**src/rtl/serializer.sv**
```systemverilog
// Byte serializer: 4-deep input FIFO feeding an MSB-first bit shifter.
// Each byte is framed by 8 write_out strobes followed by at least 2 idle cycles.
module serializer (
   input  logic       clk_100khz,
   input  logic       reset,
   input  logic [7:0] data_in,
   input  logic       data_valid,
   output logic       byte_ready,
   output logic       data_out,
   output logic       write_out,
   input  logic       status_in,
   output logic       tx_busy,
   output logic [2:0] fifo_count,
   output logic [7:0] bytes_sent
);

   typedef enum logic [1:0] {IDLE, SHIFT, GAP} state_t;

   state_t     state;
   logic [7:0] mem [4];
   logic [1:0] wr_ptr;
   logic [1:0] rd_ptr;
   logic [2:0] count;
   logic [6:0] shreg;
   logic [2:0] bit_cnt;
   logic       push;
   logic       pop;
   logic [7:0] head;

   assign byte_ready = (count != 3'd4);
   assign fifo_count = count;
   assign tx_busy    = (state != IDLE);
   assign head       = mem[rd_ptr];
   assign push       = data_valid & byte_ready;
   // pop sees only the start-of-cycle count, so a same-edge push is not visible
   assign pop        = (state == IDLE) && (count != 3'd0) && status_in;

   always_ff @(posedge clk_100khz or posedge reset) begin
      if (reset) begin
         wr_ptr <= 2'd0;
         rd_ptr <= 2'd0;
         count  <= 3'd0;
         for (int i = 0; i < 4; i++) mem[i] <= 8'd0;
      end else begin
         if (push) begin
            mem[wr_ptr] <= data_in;
            wr_ptr      <= wr_ptr + 2'd1;
         end
         if (pop) rd_ptr <= rd_ptr + 2'd1;
         count <= count + 3'(push) - 3'(pop);
      end
   end

   always_ff @(posedge clk_100khz or posedge reset) begin
      if (reset) begin
         state      <= IDLE;
         shreg      <= 7'd0;
         bit_cnt    <= 3'd0;
         data_out   <= 1'b0;
         write_out  <= 1'b0;
         bytes_sent <= 8'd0;
      end else begin
         unique case (state)
            IDLE: begin
               if (pop) begin
                  shreg     <= head[6:0];
                  data_out  <= head[7];
                  write_out <= 1'b1;
                  bit_cnt   <= 3'd0;
                  state     <= SHIFT;
               end else begin
                  data_out  <= 1'b0;
                  write_out <= 1'b0;
               end
            end
            SHIFT: begin
               if (bit_cnt != 3'd7) begin
                  bit_cnt  <= bit_cnt + 3'd1;
                  data_out <= shreg[6];
                  shreg    <= {shreg[5:0], 1'b0};
               end else begin
                  data_out   <= 1'b0;
                  write_out  <= 1'b0;
                  bytes_sent <= bytes_sent + 8'd1;
                  state      <= GAP;
               end
            end
            default: begin
               data_out  <= 1'b0;
               write_out <= 1'b0;
               state     <= IDLE;
            end
         endcase
      end
   end

endmodule
```
**config.mk**
```make
export PLATFORM = sky130hd
export DESIGN_NAME = serializer
export DESIGN_NICKNAME = d
export VERILOG_FILES = /design/src/rtl/serializer.sv
export SDC_FILE = /design/constraint.sdc
export NUM_CORES = 1
export LEC_CHECK = 0
export CORE_MARGIN = 2
export CORE_UTILIZATION = 35
export DETAILED_ROUTE_END_ITERATION = 16
export SLEW_MARGIN = 0
export SYNTH_ARGS = -nofsm -noshare
export SYNTH_HDL_FRONTEND = slang
export SYNTH_SLANG_ARGS = --single-unit
```
**constraint.sdc**
```tcl
create_clock -name clk_100khz -period 2.7 [get_ports clk_100khz]
set_input_delay 0.54 -clock clk_100khz [delete_from_list [all_inputs] [get_ports clk_100khz]]
set_output_delay 0.54 -clock clk_100khz [all_outputs]
set_load 0.05 [all_outputs]
```
==> Word-level counts from Yosys, hierarchy flattened <==
Index checks and enable logic that the tools add are counted.
{ "word_totals": {"register_bits": 61, "inputBits": 12, "out_inout_bits": 15, "wordCells": 63} }
{ "classes": {"add_sub_neg": 6, "magnitude_cmp": 3, "n_eq_ne": 6, "muxes": 21, "n_bitwise": 4, "n_reduce_logical": 10} }
{ "op_table": {"columns": ["cell", "count"], "rows": [
  ["bitwise mux 32 bit", 1],
  ["two-way mux 8 bit", 3],
  ["binary-select mux 8 bit (select 2 bit)", 1],
  ["demux 8 bit (select 2 bit)", 1],
  ["two-way mux 7 bit", 2],
  ["case mux 7 bit (2 select lines)", 1],
  ["adder 8 x 1 -> 8 bit, second input constant", 1],
  [">= comparator 3 bit, second input constant", 2],
  ["two-way mux 3 bit", 2],
  ["!= test 2 bit, second input constant", 3],
  ["!= test 3 bit, second input constant", 2],
  ["NOT 2 -> 3 bit", 2],
  ["case mux 3 bit (2 select lines)", 1],
  ["adder 2 x 1 -> 2 bit, second input constant", 2],
  ["two-way mux 1 bit", 4],
  ["two-way mux 2 bit", 2],
  ["case mux 1 bit (2 select lines)", 2],
  ["case mux 2 bit (2 select lines)", 1],
  ["AND reduction 2 bit", 2],
  ["nonzero test 2 bit", 2],
  ["adder 3 x 1 -> 3 bit", 1],
  ["adder 3 x 1 -> 3 bit, second input constant", 1],
  ["logical AND 1 bit", 3],
  ["less-than comparator 3 x 1 -> 1 bit, second input constant", 1],
  ["7 further kinds", 7]
]} }

==> Depth between registers and ports, before layout <==
Gate-level depths: netlist of run 1.
{ "logic_depth": {"word_depth": 6, "ltp_mapped": 10, "ltp_nobuf": 8} }

==> Worst setup path before layout of run 1 <==
Ideal clock, no wire load.
{ "synth_path": {"path_kind": "reg-to-reg", "startpoint": "register count[1] (netlist: fifo_count[1])", "endpoint": "register count[2] (netlist: fifo_count[2])", "setup_ps": 124, "arrival_time_ps": 2552, "required_ps": 2576, "path_slack_ps": 24, "stages_incl_launch_ff": 11, "path_buffers": 2, "synth_period_minus_slack_ps": 2676, "cell_sequence": "dfrtp_1 > or3_1 > clkbuf_1 > and2_1 > buf_2 > ha_1 > inv_1 > ha_1 > fa_1 > xnor2_1 > xnor2_1"} }
{ "synth_between": {"elab_chain_cells": 4, "elab_cells_between_ends": 7, "classes_between": "2 x add/sub; 1 x eq/ne; 1 x bitwise; 3 x reduce/logical"} }
{ "synth_rtl": {"columns": ["item", "line", "rtl"], "rows": [
  ["from (decl)", "23", "logic [2:0] count;"],
  ["from (signal assigned)", "50", "count <= count + 3'(push) - 3'(pop);"],
  ["nonzero test 3 bit", "36", "assign pop = (state == IDLE) && (count != 3'd0) && status_in;"],
  ["logical AND 1 bit (2 in a row)", "36", null],
  ["net pop", "27", "logic pop;"],
  ["subtractor 3 x 1 -> 3 bit", "50", null]
]} }
The timed path passes the listed nets, and every way through them passes these cells.
A chain may end at the register's enable or synchronous reset.

==> Worst setup path after layout of run 1 <==
{ "layout_path": {"startpoint": "register count[1] (netlist: fifo_count[1])", "endpoint": "output port byte_ready"} }
{ "layout_between": {"elab_chain_cells": 1} }
{ "layout_rtl": {"columns": ["item", "line", "rtl"], "rows": [
  ["!= test 3 bit", "30", "assign byte_ready = (count != 3'd4);"],
  ["to (decl)", "8", "output logic byte_ready,"]
]} }
Every way passes these cells.

==> results of run 1 <==
==> per-layer routing <==
| metal | track usage, % | share of wire, % |
|---|---|---|
| met1 | 17.3 | 47 |
| met2 | 20.4 | 48 |
| met3 | 3.87 | 3.6 |
| met4 | 5.15 | 1.5 |
| met5 | 0 | 0 |
==> per-stage QoR <==
stage	instance area, sq um	std cells
CTS	3340	331
floorplan	2770	189
finish	3340	331
global route	3340	331
detailed placement	3170	315
global placement	3170	315
==> worst max-delay path: stages, from the launching register on <==
cell and delay [ns]:
sky130_fd_sc_hd__dfrtp_1 0.40, sky130_fd_sc_hd__or3b_1 0.51, sky130_fd_sc_hd__clkdlybuf4s50_1 0.75
==> cell usage in the layout (no fill, tap or decap), drive strengths merged <==
cell,count
dfrtp,61
a221o,6
o21ai,3
xor2,5
nand2,4
and3,8
mux4,8
buf,5
nand3b,1
fa,1
nand2b,3
clkinv,3
nor3b,2
or3,1
nand4,1
a22o,1
xnor2,7
and4b,1
a21o,1
a21oi,1
nor3,2
nor2,2
clkbuf,12
nand3,8
ha,9
mux2,35
clkinvlp,1
clkdlybuf4s50,26
inv,9
or3b,1
and2,1
==> state kept, by name, indices dropped and copies added, names as in the netlist <==
signal / count
data_out: 1
fifo_count: 3
bytes_sent: 8
write_out: 1
rd_ptr: 2
wr_ptr: 2
shreg: 7
state: 2
mem: 32
bit_cnt: 3
==> cell type report <==
type	count	area (sq um)	share of cell area (%)
Clock inverter	4	22.5	0.673
Multi-Input combinational cell	112	1170	34.9
Sequential cell	61	1530	45.6
Clock buffer	12	155	4.64
Timing Repair Buffer	31	310	9.28
Inverter	9	33.8	1.01
Tap cell	102	128	3.82
==> how the worst max path moves through the flow <==
stage | endpoint | cells past startpoint | startpoint | slack, ns
4_1_cts | byte_ready | 2 | fifo_count[1] | 0.15
2_1_floorplan | fifo_count[2] | 10 | fifo_count[1] | 0.02
3_3_place_gp | fifo_count[2] | 9 | status_in | 0.18
6_report | byte_ready | 2 | fifo_count[1] | 0.18
3_5_place_dp | fifo_count[2] | 9 | status_in | 0.16
5_1_grt | byte_ready | 2 | fifo_count[1] | 0.11
==> power by group <==
part / internal, mW / switching (mW)
registers: 1.34 / 0.313
logic: 0.912 / 0.782
clock network: 0.378 / 0.336
total: 2.63 / 1.43
==> logic make-up (layout without fill, tap and decap cells) <==
| kind of cell | count (synthesis) | in the layout | share of synthesized area [%] |
|---|---|---|---|
| AOI/OAI and AO/OA | 12 | 12 | 3.61 |
| muxes | 43 | 43 | 21.8 |
| xor gates and xnor gates | 12 | 12 | 3.79 |
| adders and majority gates | 10 | 10 | 4.78 |
| and+or+nand+nor | 35 | 35 | 8.16 |
| buffers and inverters | 16 | 56 | 2.84 |
| DFF | 61 | 61 | 55.0 |
==> out/metrics.csv, run 1 <==
stage;metric;value;unit
floorplan;Die ar.;0.00865;sq mm
synthesis;warning count from the yosys run;0;
clock_tree;clock buffer count from CTS;9;
synthesis;fraction of registers with async set or reset after synthesis;100;%
synthesis;area fraction of the dominant cell type after synthesis;55.0;%
synthesis;biggest area consumer among synthesized cells;sky130_fd_sc_hd__dfrtp_1;
routing;Iteration-0 DRC Markers;54;
clock_tree;Resized cells post-CTS;0;
synthesis;number of synthesized flops with an enable pin;0;
setup_path;required arrival time at the worst endpoint;2.16;ns
timing;ratio of final minimum period to clock period;93.3;%
timing;Final Hold Fails;0;
min_path;hold-critical path endpoint;bytes_sent[7];
timing;setup skew after layout;0.00731;ns
routing;Pre-Repair DR Iteration Count;4;
timing;Rel. slew slack;60.1;%
setup_path;Critical Path End Type;primary output;
synthesis;Synthesized Nets;211;
routing;Wirelength per Cell;14.8;um
synthesis;Post-Syn Area per Cell;14.7;sq um
layout;area growth from synthesis to final layout;20.6;%
global_route;maximum number of pins on one net before global-route repair;42;
layout;final core utilization;43.5;%
floorplan;Rows;32;
timing;number of pins with negative max-slew slack in the final report;0;
floorplan;die width;93.0;um
placement;final weighted congestion in routability-driven placement;0.685;
global_route;vias in the first global route;1677;
timing;final setup violation count;0;
routing;remaining number of nets flagged by the antenna check after routing;0;
min_path;start point of the worst min-delay path;bytes_sent[7];
clock_tree;clk_lat worst skew;0.33;ns
setup_path;Setup CP Type;reg -> out;
setup_path;worst path arrival time;1.98;ns
min_path;Cells on Worst Hold Path;1;
clock_tree;CTS tree;done;
placement;total half-perimeter wirelength after legalization and detailed placement;3.37;mm
clock_tree;cell chosen for the clock root;sky130_fd_sc_hd__clkbuf_8;
clock_tree;post-CTS setup buffer count;0;
pwr;peak ir drop on the vdd network;0.591;mV
clock_tree;Clock Sink Count;61;
synthesis;synthesis-stage register bit count;61;
clock_tree;clock transition at the registers of the reported paths;0.07;ns
timing;min cycle time layout;2.52;ns
timing;Tightest Pin Transition;0.599;ns
placement;worst setup timing slack at the placement stage;0.163;ns
timing;setup repair after global routing missed its margin;false;
run_status;outcome;finished, final reports clean;
setup_path;flop2flop setup slack;0.35;ns
setup_path;FF-to-FF Start;fifo_count[1];
layout;share of cells above drive strength 1;30.6;%
synthesis;most instantiated library cell after synthesis;sky130_fd_sc_hd__dfrtp_1;
timing;post-route worst hold slack;0.472;ns
floorplan;CORE AREA;0.00769;sq mm
routing;total vias in the final route;1589;
setup_path;critical register-to-register path endpoint;fifo_count[2];
timing;maximum achievable frequency;0.397;GHz
floorplan;initial standard-cell utilization of the core;36.1;%
timing;Total Neg Setup Slack;0;ns
routing;drt drc;0;
synthesis;post-synthesis instance area;0.00277;sq mm
global_route;global route overflow;0;
setup_path;depth of the most critical reg-to-reg path;8;
clock_tree;count of hold-fix buffers inserted at cts;0;
layout;filler cell count;727;
setup_path;Worst Setup Start Kind;register;
routing;detailed-route vias per instance;4.80;
min_path;type of the tightest min-delay check;reg -> reg;
placement;buffers added on ports;26;
synthesis;Cells after Synth;189;
synthesis;synth top area cells;sky130_fd_sc_hd__dfrtp_1 55%, sky130_fd_sc_hd__mux2_2 11%, sky130_fd_sc_hd__mux4_2 6.5%;
pwr;static leakage;1.50;nW
synthesis;cell types with the highest counts after synthesis;61 x sky130_fd_sc_hd__dfrtp_1, 27 x sky130_fd_sc_hd__mux2_2, 9 x sky130_fd_sc_hd__ha_1, 9 x sky130_fd_sc_hd__inv_1;
global_route;number of antenna violations at the first check in global routing;0;
pwr;total power;4.06;mW
layout;final net count;246;
job;max-cap viol count;0;
floorplan;Ports;27;
pwr;Power Dens Cells;1210;mW/mm^2
routing;total detailed-routing wirelength;4.90;mm
global_route;first-pass GRT wire length;8.60;mm
timing;Worst Setup Slack, final;0.180;ns
clock_tree;number of H-tree branching levels;3;
layout;number of inserted diodes;0;
floorplan;vertical die dimension;93.0;um
synthesis;fraction of the yosys area taken by sequential cells;55.0;%
global_route;global-route total usage across every layer;13.1;%
synthesis;Yosys cell types;33;
setup_path;maximum fanout along the worst path;6;
clock_tree;Max Root-Sink Buffers;2;
synthesis;leading register cell type out of synthesis;sky130_fd_sc_hd__dfrtp_1;
Power figures use the tool's default switching activity.
==> run 2: changes to the inputs <==
ABC_AREA = 0   (was default)
==> results of run 2 <==
Final layout, timing and power as in run 1 (identical DEF).
==> run 3: changes to the inputs <==
MAX_ROUTING_LAYER = met4   (was default)
clock period = 2.06 ns   (was 2.7 ns; I/O delays follow)
==> out/metrics.csv, run 3 (same netlist as run 1, synthesis figures left out) <==
stage;metric;value;unit;change
clock_tree;clock transition at the registers of the reported paths;0.07;ns;about the same
pwr;static leakage;1.61;nW;+7.0%
layout;largest register by flop count;mem;;
timing;ratio of final minimum period to clock period;101;%;
clock_tree;Max Root-Sink Buffers;2;;unchanged
timing;maximum achievable frequency;0.480;GHz;
clock_tree;cell chosen for the clock root;sky130_fd_sc_hd__clkbuf_8;;
run_status;outcome;complete, but fails checks;;
floorplan;Ports;27;;unchanged
clock_tree;Clock Sink Count;61;;unchanged
floorplan;initial standard-cell utilization of the core;36.1;%;unchanged
layout;share of cells above drive strength 1;38.4;%;+7.8 points
global_route;global route overflow;0;;unchanged
layout;most frequent cells in the layout;58 x sky130_fd_sc_hd__dfrtp_1, 27 x sky130_fd_sc_hd__mux2_2, 19 x sky130_fd_sc_hd__clkdlybuf4s50_1, 17 x sky130_fd_sc_hd__buf_4, 10 x sky130_fd_sc_hd__clkbuf_8;;
routing;Iteration-0 DRC Markers;85;;+57%
floorplan;vertical die dimension;93.0;um;unchanged
routing;remaining number of nets flagged by the antenna check after routing;0;;unchanged
layout;final net count;256;;+4.1%
timing;Tightest Pin Transition;0.501;ns;-0.0981 ns
min_path;type of the tightest min-delay check;in -> async;;
floorplan;Die ar.;0.00865;sq mm;unchanged
setup_path;cell repeated most along the worst path;sky130_fd_sc_hd__ha_4;;
clock_tree;clock buffer count from CTS;9;;unchanged
routing;total vias in the final route;1623;;+2.1%
setup_path;cell chain of the critical path;or3_4 > and2_4 > ha_4 > inv_2 > ha_4 > fa_2 > xnor2_2 > xnor2_1;;
placement;final weighted congestion in routability-driven placement;0.696;;+1.6%
layout;most frequent standard cell in the layout excluding fill and tap cells;sky130_fd_sc_hd__dfrtp_1;;
setup_path;cell with the biggest individual delay on the critical path;sky130_fd_sc_hd__dfrtp_2;;
setup_path;maximum fanout along the worst path;2;;-4
timing;min cycle time layout;2.09;ns;
routing;detailed-route vias per instance;4.79;;-0.27%
layout;top flop regs;mem (32), bytes_sent (8), shreg (7);;
floorplan;Rows;32;;unchanged
floorplan;die width;93.0;um;unchanged
clock_tree;CTS tree;done;;
global_route;vias in the first global route;1664;;-0.78%
timing;Worst Setup Slack, final;-0.0252;ns;-0.205 ns
layout;total non-filler cell area in the finished layout;0.00347;sq mm;+3.9%
placement;total half-perimeter wirelength after legalization and detailed placement;3.28;mm;-2.8%
global_route;global-route total usage across every layer;13.3;%;+0.23 points
setup_path;largest incremental delay on the critical path;0.40;ns;-0.35 ns
timing;Total Neg Setup Slack;-0.0252;ns;-0.0252 ns
layout;area growth from synthesis to final layout;25.2;%;
routing;drt drc;0;;unchanged
setup_path;Setup CP Type;reg -> reg;;
run_status;violated checks;setup timing;;
timing;final setup violation count;1;;+1
setup_path;required arrival time at the worst endpoint;2.28;ns;+0.12 ns
layout;filler cell count;718;;-1.2%
setup_path;worst path arrival time;2.30;ns;+0.32 ns
global_route;maximum number of pins on one net before global-route repair;49;;+17%
global_route;first-pass GRT wire length;8.39;mm;-2.5%
timing;number of pins with negative max-slew slack in the final report;0;;unchanged
pwr;peak ir drop on the vdd network;0.422;mV;-29%
clock_tree;number of H-tree branching levels;3;;unchanged
timing;Final Hold Fails;0;;unchanged
setup_path;Worst Setup Start Kind;register;;
layout;max FFs per register;32;;unchanged
global_route;number of antenna violations at the first check in global routing;0;;unchanged
routing;Wirelength per Cell;14.6;um;-1.4%
pwr;Power Dens Cells;1600;mW/mm^2;+32%
layout;number of inserted diodes;0;;unchanged
timing;Rel. slew slack;66.6;%;+6.5 points
placement;buffers added on ports;26;;unchanged
job;max-cap viol count;0;;unchanged
timing;setup repair after global routing missed its margin;true;;
setup_path;Critical Path End Type;register;;
routing;Pre-Repair DR Iteration Count;4;;unchanged
routing;total detailed-routing wirelength;4.94;mm;+0.94%
floorplan;CORE AREA;0.00769;sq mm;unchanged
timing;setup skew after layout;0.00783;ns;+0.000515 ns
clock_tree;count of hold-fix buffers inserted at cts;0;;unchanged
clock_tree;clk_lat worst skew;0.33;ns;about the same
placement;Cell Area, Placed;0.00327;sq mm;+3.2%
## run 3: through the flow
stage | utilization [%] | hold slack, ns | setup WS [ns] | cells | power [mW]
after floorplan | - | 0.474 | -0.441 | 189 | 3.94
after global placement | 42.5 | 0.465 | -0.299 | 324 | 4.53
after detailed placement | 42.5 | 0.470 | -0.290 | 324 | 4.60
after CTS | 45.0 | 0.351 | -0.0396 | 339 | 5.65
after global routing | 45.2 | 0.356 | -0.0856 | 339 | 5.98
final | 45.2 | 0.345 | -0.0252 | 339 | 5.57
## run 3: path summary, 6_finish.rpt
kind / endpoint / slack, ns / start / depth (start not counted)
max: fifo_count[2] / -0.03 / fifo_count[2] / 8
min: bytes_sent[7] / 0.34 / reset / 2
max reg2reg: fifo_count[2] / -0.03 / fifo_count[2] / 8
min reg2reg: bytes_sent[7] / 0.48 / bytes_sent[7] / 1
max in group asynchronous: fifo_count[2] / 1.16 / reset / 3
min in group clk_100khz: bytes_sent[7] / 0.48 / bytes_sent[7] / 1
## run 3: timing repair
item / CTS / global route
resized for setup: 1 / 5
buffers inserted: 1 / 0
endpoints found under the setup margin: 1 / 5
pin swaps: 2 / 0
## run 3: report_power, final
group	internal (mW)	switching, mW
clock network	0.578	0.434
registers	1.76	0.346
logic	1.34	1.12
## run 3: critical path: cells and delay by family (launching register included)
family / cells / cell delay, ns
buf+inv: 1 / 0.03
fa+ha+maj: 3 / 0.73
xor+xnor: 2 / 0.26
flops: 1 / 0.40
simple gates: 2 / 0.55
## run 3: layout make-up
class | count | area (sq um) | share of cell area, %
Clock inverter | 2 | 35.0 | 1.01
Clock buffer | 12 | 145 | 4.18
Sequential cell | 61 | 1530 | 44.1
Timing Repair Buffer | 41 | 388 | 11.2
Inverter | 9 | 33.8 | 0.973
Multi-Input combinational cell | 112 | 1210 | 34.9
Tap cell | 102 | 128 | 3.67
## run 3: per-layer routing
metal	part of all wire (%)	GRT usage [%]	routed length (um)	vias to the layer above
li1	-	-	-	767
met1	48	17.5	2400	825
met2	47	19.4	2330	27
met3	3.2	3.71	158	4
met4	1.1	5.88	55	0
met5	0	-	0	-
